`src/rtl/lab5_pkg.sv`:
```
// Shared definitions for the lab5 8-to-3 debounced encoder: FSM states, default
// debounce length and the priority-encode helper.
package lab5_pkg;

    typedef enum logic [1:0] {
        StIdle,
        StSettle,
        StHold,
        StRelease
    } state_t;

    localparam int unsigned DEB_CYCLES_DEF = 4;

    // Highest set bit wins; an all-zero input encodes as 0.
    function automatic logic [2:0] prio_enc8(input logic [7:0] v);
        logic [2:0] idx;
        idx = '0;
        for (int i = 0; i < 8; i++) begin
            if (v[i]) begin
                idx = 3'(i);
            end
        end
        return idx;
    endfunction

endpackage

```
`src/rtl/lab5_sync2.sv`:
```
// Two-flop synchronizer for the raw switch lines; both stages clear on reset.
module lab5_sync2 #(
    parameter int unsigned WIDTH = 8
) (
    input  logic             clk,
    input  logic             rst,
    input  logic [WIDTH-1:0] d_i,
    output logic [WIDTH-1:0] q_o
);

    logic [WIDTH-1:0] meta_q;
    logic [WIDTH-1:0] sync_q;

    always_ff @(posedge clk or posedge rst) begin
        if (rst) begin
            meta_q <= '0;
            sync_q <= '0;
        end else begin
            meta_q <= d_i;
            sync_q <= meta_q;
        end
    end

    assign q_o = sync_q;

endmodule

```
`src/rtl/lab5_enc8to3.sv`:
```
// Debounced 8-to-3 priority encoder with hold/acknowledge handshake.
// Define LAB5_ENC_MULTI_EN to add the multi output (more than one line active).
module lab5_enc8to3
    import lab5_pkg::*;
#(
    parameter int unsigned DEB_CYCLES = DEB_CYCLES_DEF
) (
    input  logic       clk,
    input  logic       rst,
    input  logic [7:0] sw,
    input  logic       ack,
    output logic       A0,
    output logic       A1,
    output logic       A2,
`ifdef LAB5_ENC_MULTI_EN
    output logic       multi,
`endif
    output logic       valid
);

    localparam logic [7:0] CNT_LAST = 8'(DEB_CYCLES - 1);

    logic [7:0] ss;
    state_t     state_q;
    logic [7:0] cnt_q;
    logic [7:0] snap_q;
    logic [2:0] code_q;
    logic       valid_q;

    lab5_sync2 #(
        .WIDTH(8)
    ) u_sync (
        .clk(clk),
        .rst(rst),
        .d_i(sw),
        .q_o(ss)
    );

`ifdef LAB5_ENC_MULTI_EN
    logic multi_q;
    logic snap_multi;

    // Clearing the lowest set bit leaves something only if two or more were set.
    assign snap_multi = (snap_q & (snap_q - 8'd1)) != 8'd0;
    assign multi      = multi_q;
`endif

    always_ff @(posedge clk or posedge rst) begin
        if (rst) begin
            state_q <= StIdle;
            cnt_q   <= '0;
            snap_q  <= '0;
            code_q  <= '0;
            valid_q <= 1'b0;
`ifdef LAB5_ENC_MULTI_EN
            multi_q <= 1'b0;
`endif
        end else begin
            case (state_q)
                StIdle: begin
                    if (ss != 8'd0) begin
                        state_q <= StSettle;
                        snap_q  <= ss;
                        cnt_q   <= '0;
                    end
                end
                StSettle: begin
                    if (ss == 8'd0) begin
                        state_q <= StIdle;
                        cnt_q   <= '0;
                    end else if (ss != snap_q) begin
                        // A different pattern restarts the debounce window.
                        snap_q <= ss;
                        cnt_q  <= '0;
                    end else if (cnt_q == CNT_LAST) begin
                        state_q <= StHold;
                        code_q  <= prio_enc8(snap_q);
                        valid_q <= 1'b1;
                        cnt_q   <= '0;
`ifdef LAB5_ENC_MULTI_EN
                        multi_q <= snap_multi;
`endif
                    end else begin
                        cnt_q <= cnt_q + 8'd1;
                    end
                end
                StHold: begin
                    if (ack) begin
                        state_q <= StRelease;
                        valid_q <= 1'b0;
                        code_q  <= '0;
                        cnt_q   <= '0;
`ifdef LAB5_ENC_MULTI_EN
                        multi_q <= 1'b0;
`endif
                    end
                end
                StRelease: begin
                    // Lines must read all-zero for the full window before re-arming.
                    if (ss != 8'd0) begin
                        cnt_q <= '0;
                    end else if (cnt_q == CNT_LAST) begin
                        state_q <= StIdle;
                        cnt_q   <= '0;
                    end else begin
                        cnt_q <= cnt_q + 8'd1;
                    end
                end
                default: begin
                    state_q <= StIdle;
                    cnt_q   <= '0;
                end
            endcase
        end
    end

    assign A0    = code_q[0];
    assign A1    = code_q[1];
    assign A2    = code_q[2];
    assign valid = valid_q;

endmodule

```
`config.mk`:
```
export PLATFORM = sky130hd
export DESIGN_NAME = lab5_enc8to3
export DESIGN_NICKNAME = d
export VERILOG_FILES = /design/src/rtl/lab5_pkg.sv /design/src/rtl/lab5_sync2.sv /design/src/rtl/lab5_enc8to3.sv
export SDC_FILE = /design/constraint.sdc
export NUM_CORES = 1
export LEC_CHECK = 0
export ABC_CLOCK_PERIOD_IN_PS = 4200
export CORE_MARGIN = 8
export CORE_UTILIZATION = 60
export CTS_CLUSTER_SIZE = 14
export DETAILED_ROUTE_END_ITERATION = 10
export GPL_TIMING_DRIVEN = 0
export MAX_ROUTING_LAYER = met4
export PLACE_DENSITY = 0.83
export SYNTH_ARGS = -nofsm -noshare
export SYNTH_HDL_FRONTEND = slang
export SYNTH_HIERARCHICAL = 1
export SYNTH_SLANG_ARGS = --single-unit
```
`constraint.sdc`:
```
create_clock -name clk -period 4.2 [get_ports clk]
set_input_delay 0.84 -clock clk [delete_from_list [all_inputs] [get_ports clk]]
set_output_delay 0.84 -clock clk [all_outputs]
set_load 0.01 [all_outputs]
```
Yosys cells after proc, flatten, opt, wreduce, memory -nomap -nowiden
Index checks and enable logic that the tools add are counted.
- flip-flop bits (word level): 38
- bits of input ports: 11
- add/subtract/negate cells: 1
- equal/unequal tests: 15
- muxes and demuxes: 36
- reduce and logical (&&, ||, !) cells: 9
- operators by type and width (kind ; number):
    8-bit two-way mux ; 9
    8-bit one-hot mux with 4 select lines ; 1
    3-bit two-way mux ; 10
    2-bit != test (second input constant) ; 8
    8-bit one-hot mux with 2 select lines ; 1
    2-bit two-way mux ; 7
    8-bit by 1-bit adder with 8-bit output (second input constant) ; 1
    8-bit by 2-bit equality test with 1-bit output (second input constant) ; 1
    8-bit logical NOT ; 1
    8-bit != test ; 1
    2-bit one-hot mux with 4 select lines ; 1
    8-bit nonzero test ; 1
    3-bit != test (second input constant) ; 2
    3-bit one-hot mux with 2 select lines ; 1
    6-bit AND reduction ; 1
    1-bit two-way mux ; 5
    5-bit AND reduction ; 1
    2-bit equality test (second input constant) ; 2
    4-bit AND reduction ; 1
    2-bit nonzero test ; 2
    2-bit by 1-bit equality test with 1-bit output (second input constant) ; 1
    2-bit logical NOT ; 1
    1-bit one-hot mux with 2 select lines ; 1
    2-bit AND reduction ; 1

Longest topological paths before layout
- word-level depth: 11
- mapped depth: 6
- depth with buffers taken out: 6

Hierarchy
The synthesis kept the hierarchy.
- modules (own cells, without submodules) (module ; times used ; cells an instance ; area an instance (sq um)):
    lab5_enc8to3 ; 1 ; 125 ; 1271.2
    lab5_sync2 ; 1 ; 17 ; 404.1

Worst setup path before layout
OpenSTA, ideal clock, no wires.
- path kind: register -> register
- start: register cnt_q[0]
- end: register cnt_q[7]
- data arrival time: 1.854 ns
- required time: 4.074 ns
- path slack: 2.220 ns
- stages on the path, launching flop included: 7
- period minus slack after synthesis: 1.980 ns
- cell sequence: dfrtp_1 > ha_1 > or4b_4 > o41a_1 > and2_1 > a31oi_2 > o21ai_1
- longest elaborated chain between the ends: 5
- elaborated cells between the ends (all ways): 7
- those cells by class: 1 x add/sub; 1 x eq/ne; 5 x mux
- RTL lines (item ; RTL line ; source):
    start: declaration ; lab5_enc8to3.sv:25 ; logic [7:0] cnt_q;
    start signal: assignment ; lab5_enc8to3.sv:84 ; cnt_q <= cnt_q + 8'd1;
    start signal: assignment ; lab5_enc8to3.sv:106 ; cnt_q <= cnt_q + 8'd1;
    8-bit by 1-bit adder with 8-bit output or 8-bit by 2-bit equality test with 1-bit output (tied branches) ; - ;
    8-bit two-way mux * ; lab5_enc8to3.sv:75, lab5_enc8to3.sv:102 ;
    8-bit two-way mux ; lab5_enc8to3.sv:71 ; end else if (ss != snap_q) begin
    8-bit two-way mux ; lab5_enc8to3.sv:68 ; if (ss == 8'd0) begin
    8-bit one-hot mux with 4 select lines * ; lab5_enc8to3.sv:59 ; case (state_q)
Mark *: on every way between the ends. The rest lies on a longest branch, timed or not.
A chain may end at the register's enable or synchronous reset.

Worst setup path in the final report
- start: register cnt_q[0]
- end: register code_q[2]
- longest elaborated chain between the ends: 3
- RTL lines (item ; RTL line ; source):
    8-bit by 2-bit equality test with 1-bit output ; lab5_enc8to3.sv:75 ; end else if (cnt_q == CNT_LAST) begin
    2-bit != test (no line) ; - ;
    5-bit AND reduction (no line) ; - ;
    end signal: assignment ; lab5_enc8to3.sv:77 ; code_q <= prio_enc8(snap_q);
    end: declaration ; lab5_enc8to3.sv:27 ; logic [2:0] code_q;
Every way passes these cells.

==> results.ini <==
[run_status]
status = finished, final reports clean

[power]
peakVddDrop_v = 0.000312
power_leakage_nw = 0.820
powerDensity_mw_per_mm2 = 340
power_uw = 658

[global_route]
grtUsageTotal = 0.157
grt_max_degree = 23
antenna_found_initial = 0
grt_pass1_wl_um = 5350
overflow = 0
grt_pass1_vias = 1191

[final_layout]
layout_common_cells = dfrtp_1, nand2_1, clkdlybuf4s50_1
n_fill_cell = 205
final_common_cell = dfrtp_1
layout.area.seq_um2 = 951
area_growth_pct = 15.4
multi_input_area_um2 = 681
stdcell_count = 195
nNetsFinal = 175
antenna_cells = 0
layout-drive-gt1-share = 0.146

[sta]
slew_violations = 0
setup_viol = 0
slew_headroom = 0.351
finClkSkew_ns = 0.0104
max_freq_mhz = 439
hold_viol_final = 0
tightest_slew_ns = 0.964
tns_ns = 0
rsz0062_at_grt = no
period_minus_slack_ns = 2.28
fin_crit_sh = 0.543

[placed_design]
port_buffers = 14
place_congestion = 0.816
dp_hpwl_um = 2270
dp.cells = 187

[clock_tree]
ctsResizeCount = 0
cts_setup_buffers = 0
numCtsBuffers = 5
clock-sinks = 38
path_clk_slew_ns = 0.11
insertion_delay_ns = 0.32
root_buffer = clkbuf_4
cts_hold_buf = 0
cts_buffer_depth = 2
htreeDepth = 2
cts_tree = yes

[critical_path]
worstPathRequired_ns = 4.44
crit_path_end_kind = register
cp.buffers_inverters = 0
cp-startpoint = cnt_q[0]$_DFFE_PP0P_
rr_worst_depth = 6
worstSetupStartpointType = register
cp_slowest_cell = or4b_4
crit_type = reg -> reg
cp_top_family = simple AND/OR/NAND/NOR gates
crit_chain = ha_1, or4b_4, nor4_4, nand2_2, nor4b_4, mux2i_1
cp_max_fo = 4
reg2reg_from = cnt_q[0]$_DFFE_PP0P_
max_stage_delay_ns = 0.51
arrival_ns = 2.52
path_depth = 6

[die]
die_area_mm2 = 0.00474
start_util = 0.618
die_w_um = 68.8
core_area_mm2 = 0.00271
rows = 19
die_h_um = 68.8
io_pins = 15

[min_path]
hp-class = reg -> reg
min_path_cells = 0
worstHoldStart = u_sync/meta_q[2]$_DFF_PP0_

[logic_synthesis]
synth_area_per_cell_um2 = 11.8
ys.flop_type = dfrtp_1
syn-num-nets = 154
syn_area_mm2 = 0.00168
ys_ff_latch = 38
synth_cell_types = 38
synth_cells = 142
yosysSeqAreaShare = 0.568
ys.warnings.count = 6
postSynth.asyncResetShare = 1.00
synth-edff-count = 0

[route]
drtIter0Drc = 70
vias = 1122
ant_nets = 0
drt-pass1-iter-count = 4
wl_um = 3030
vias_per_cell = 5.75
drc_errors = 0
wire_per_inst_um = 15.5

[job]
cap_violations = 0

==> synthesized netlist by cell type, types with 2 or more instances <==
library cell  instances  area [um^2]
dfrtp_1              38          951
nand2_1              18         67.6
xnor2_1               9         78.8
inv_1                 8         30.0
nor2_1                7         26.3
nor3_1                6         30.0
o221ai_1              5         43.8
mux2_2                4         45.0
nor2b_1               4         25.0
mux2_1                3         33.8
mux2i_1               3         30.0
nand3_1               3         15.0
o21ai_1               3         15.0
a21oi_1               2         10.0
a31o_2                2         17.5
and2_1                2         12.5
nand4_1               2         12.5
nor3_2                2         20.0
nor4_1                2         12.5
==> flip-flops by register name (all words and copies together) (netlist names), named ones only <==
| signal | count |
|---|---|
| cnt_q | 8 |
| snap_q | 8 |
| u_sync/meta_q | 8 |
| u_sync/q_o | 8 |
| code_q | 3 |
| state_q | 1 |
| valid | 1 |
==> logic make-up after synthesis <==
family / Yosys count / synth area share
adders and majority gates: 1 / 0.00747
muxes: 10 / 0.0650
DFF: 38 / 0.568
xor gates and xnor gates: 9 / 0.0471
buffers and inverters: 9 / 0.0261
AOI/OAI and AO/OA: 20 / 0.0926
and+or+nand+nor: 55 / 0.194
==> per-stage QoR <==
stage	area, um^2	setup WS [ns]	utilization	hold WS [ns]
final	1930	1.92	0.713	0.359
after CTS	1930	1.93	0.713	0.362
after global placement	1850	2.07	0.684	0.331
after floorplan	1680	2.22	-	0.331
after global routing	1930	1.83	0.713	0.368
after detailed placement	1850	2.01	0.684	0.337
==> routing by layer <==
layer | share of wire | track usage | vias up
met5 | 0 | - | -
met4 | 0.011 | 0.0702 | 0
met3 | 0.021 | 0.0485 | 4
met2 | 0.53 | 0.267 | 18
met1 | 0.44 | 0.163 | 553
li1 | - | - | 547
==> report_power, final <==
| part | switching (mW) | internal (mW) | total, mW |
|---|---|---|---|
| Combinational | 0.0155 | 0.0190 | 0.0345 |
| Sequential | 0.00969 | 0.378 | 0.387 |
| Clock | 0.110 | 0.126 | 0.236 |
==> final timing paths <==
| check | to | slack (ns) |
|---|---|---|
| setup / recovery | code_q[2]$_DFFE_PP0P_ | 1.92 |
| hold / removal | u_sync/q_o[2]$_DFF_PP0_ | 0.36 |
| setup reg to reg | code_q[2]$_DFFE_PP0P_ | 1.92 |
| hold reg to reg | u_sync/q_o[2]$_DFF_PP0_ | 0.36 |
| max in group asynchronous | snap_q[6]$_DFFE_PP0P_ | 2.67 |
| min in group asynchronous | u_sync/meta_q[0]$_DFF_PP0_ | 0.88 |
==> layout make-up <==
cell class	count	share of cell area
Sequential cell	38	0.492
Multi-Input combinational cell	95	0.352
Timing Repair Buffer	14	0.0725
Clock buffer	6	0.0214
Tap cell	31	0.0201
Clock inverter	2	0.0194
Inverter	8	0.0155
Buffer	1	0.00712
Power figures use the tool's default switching activity.
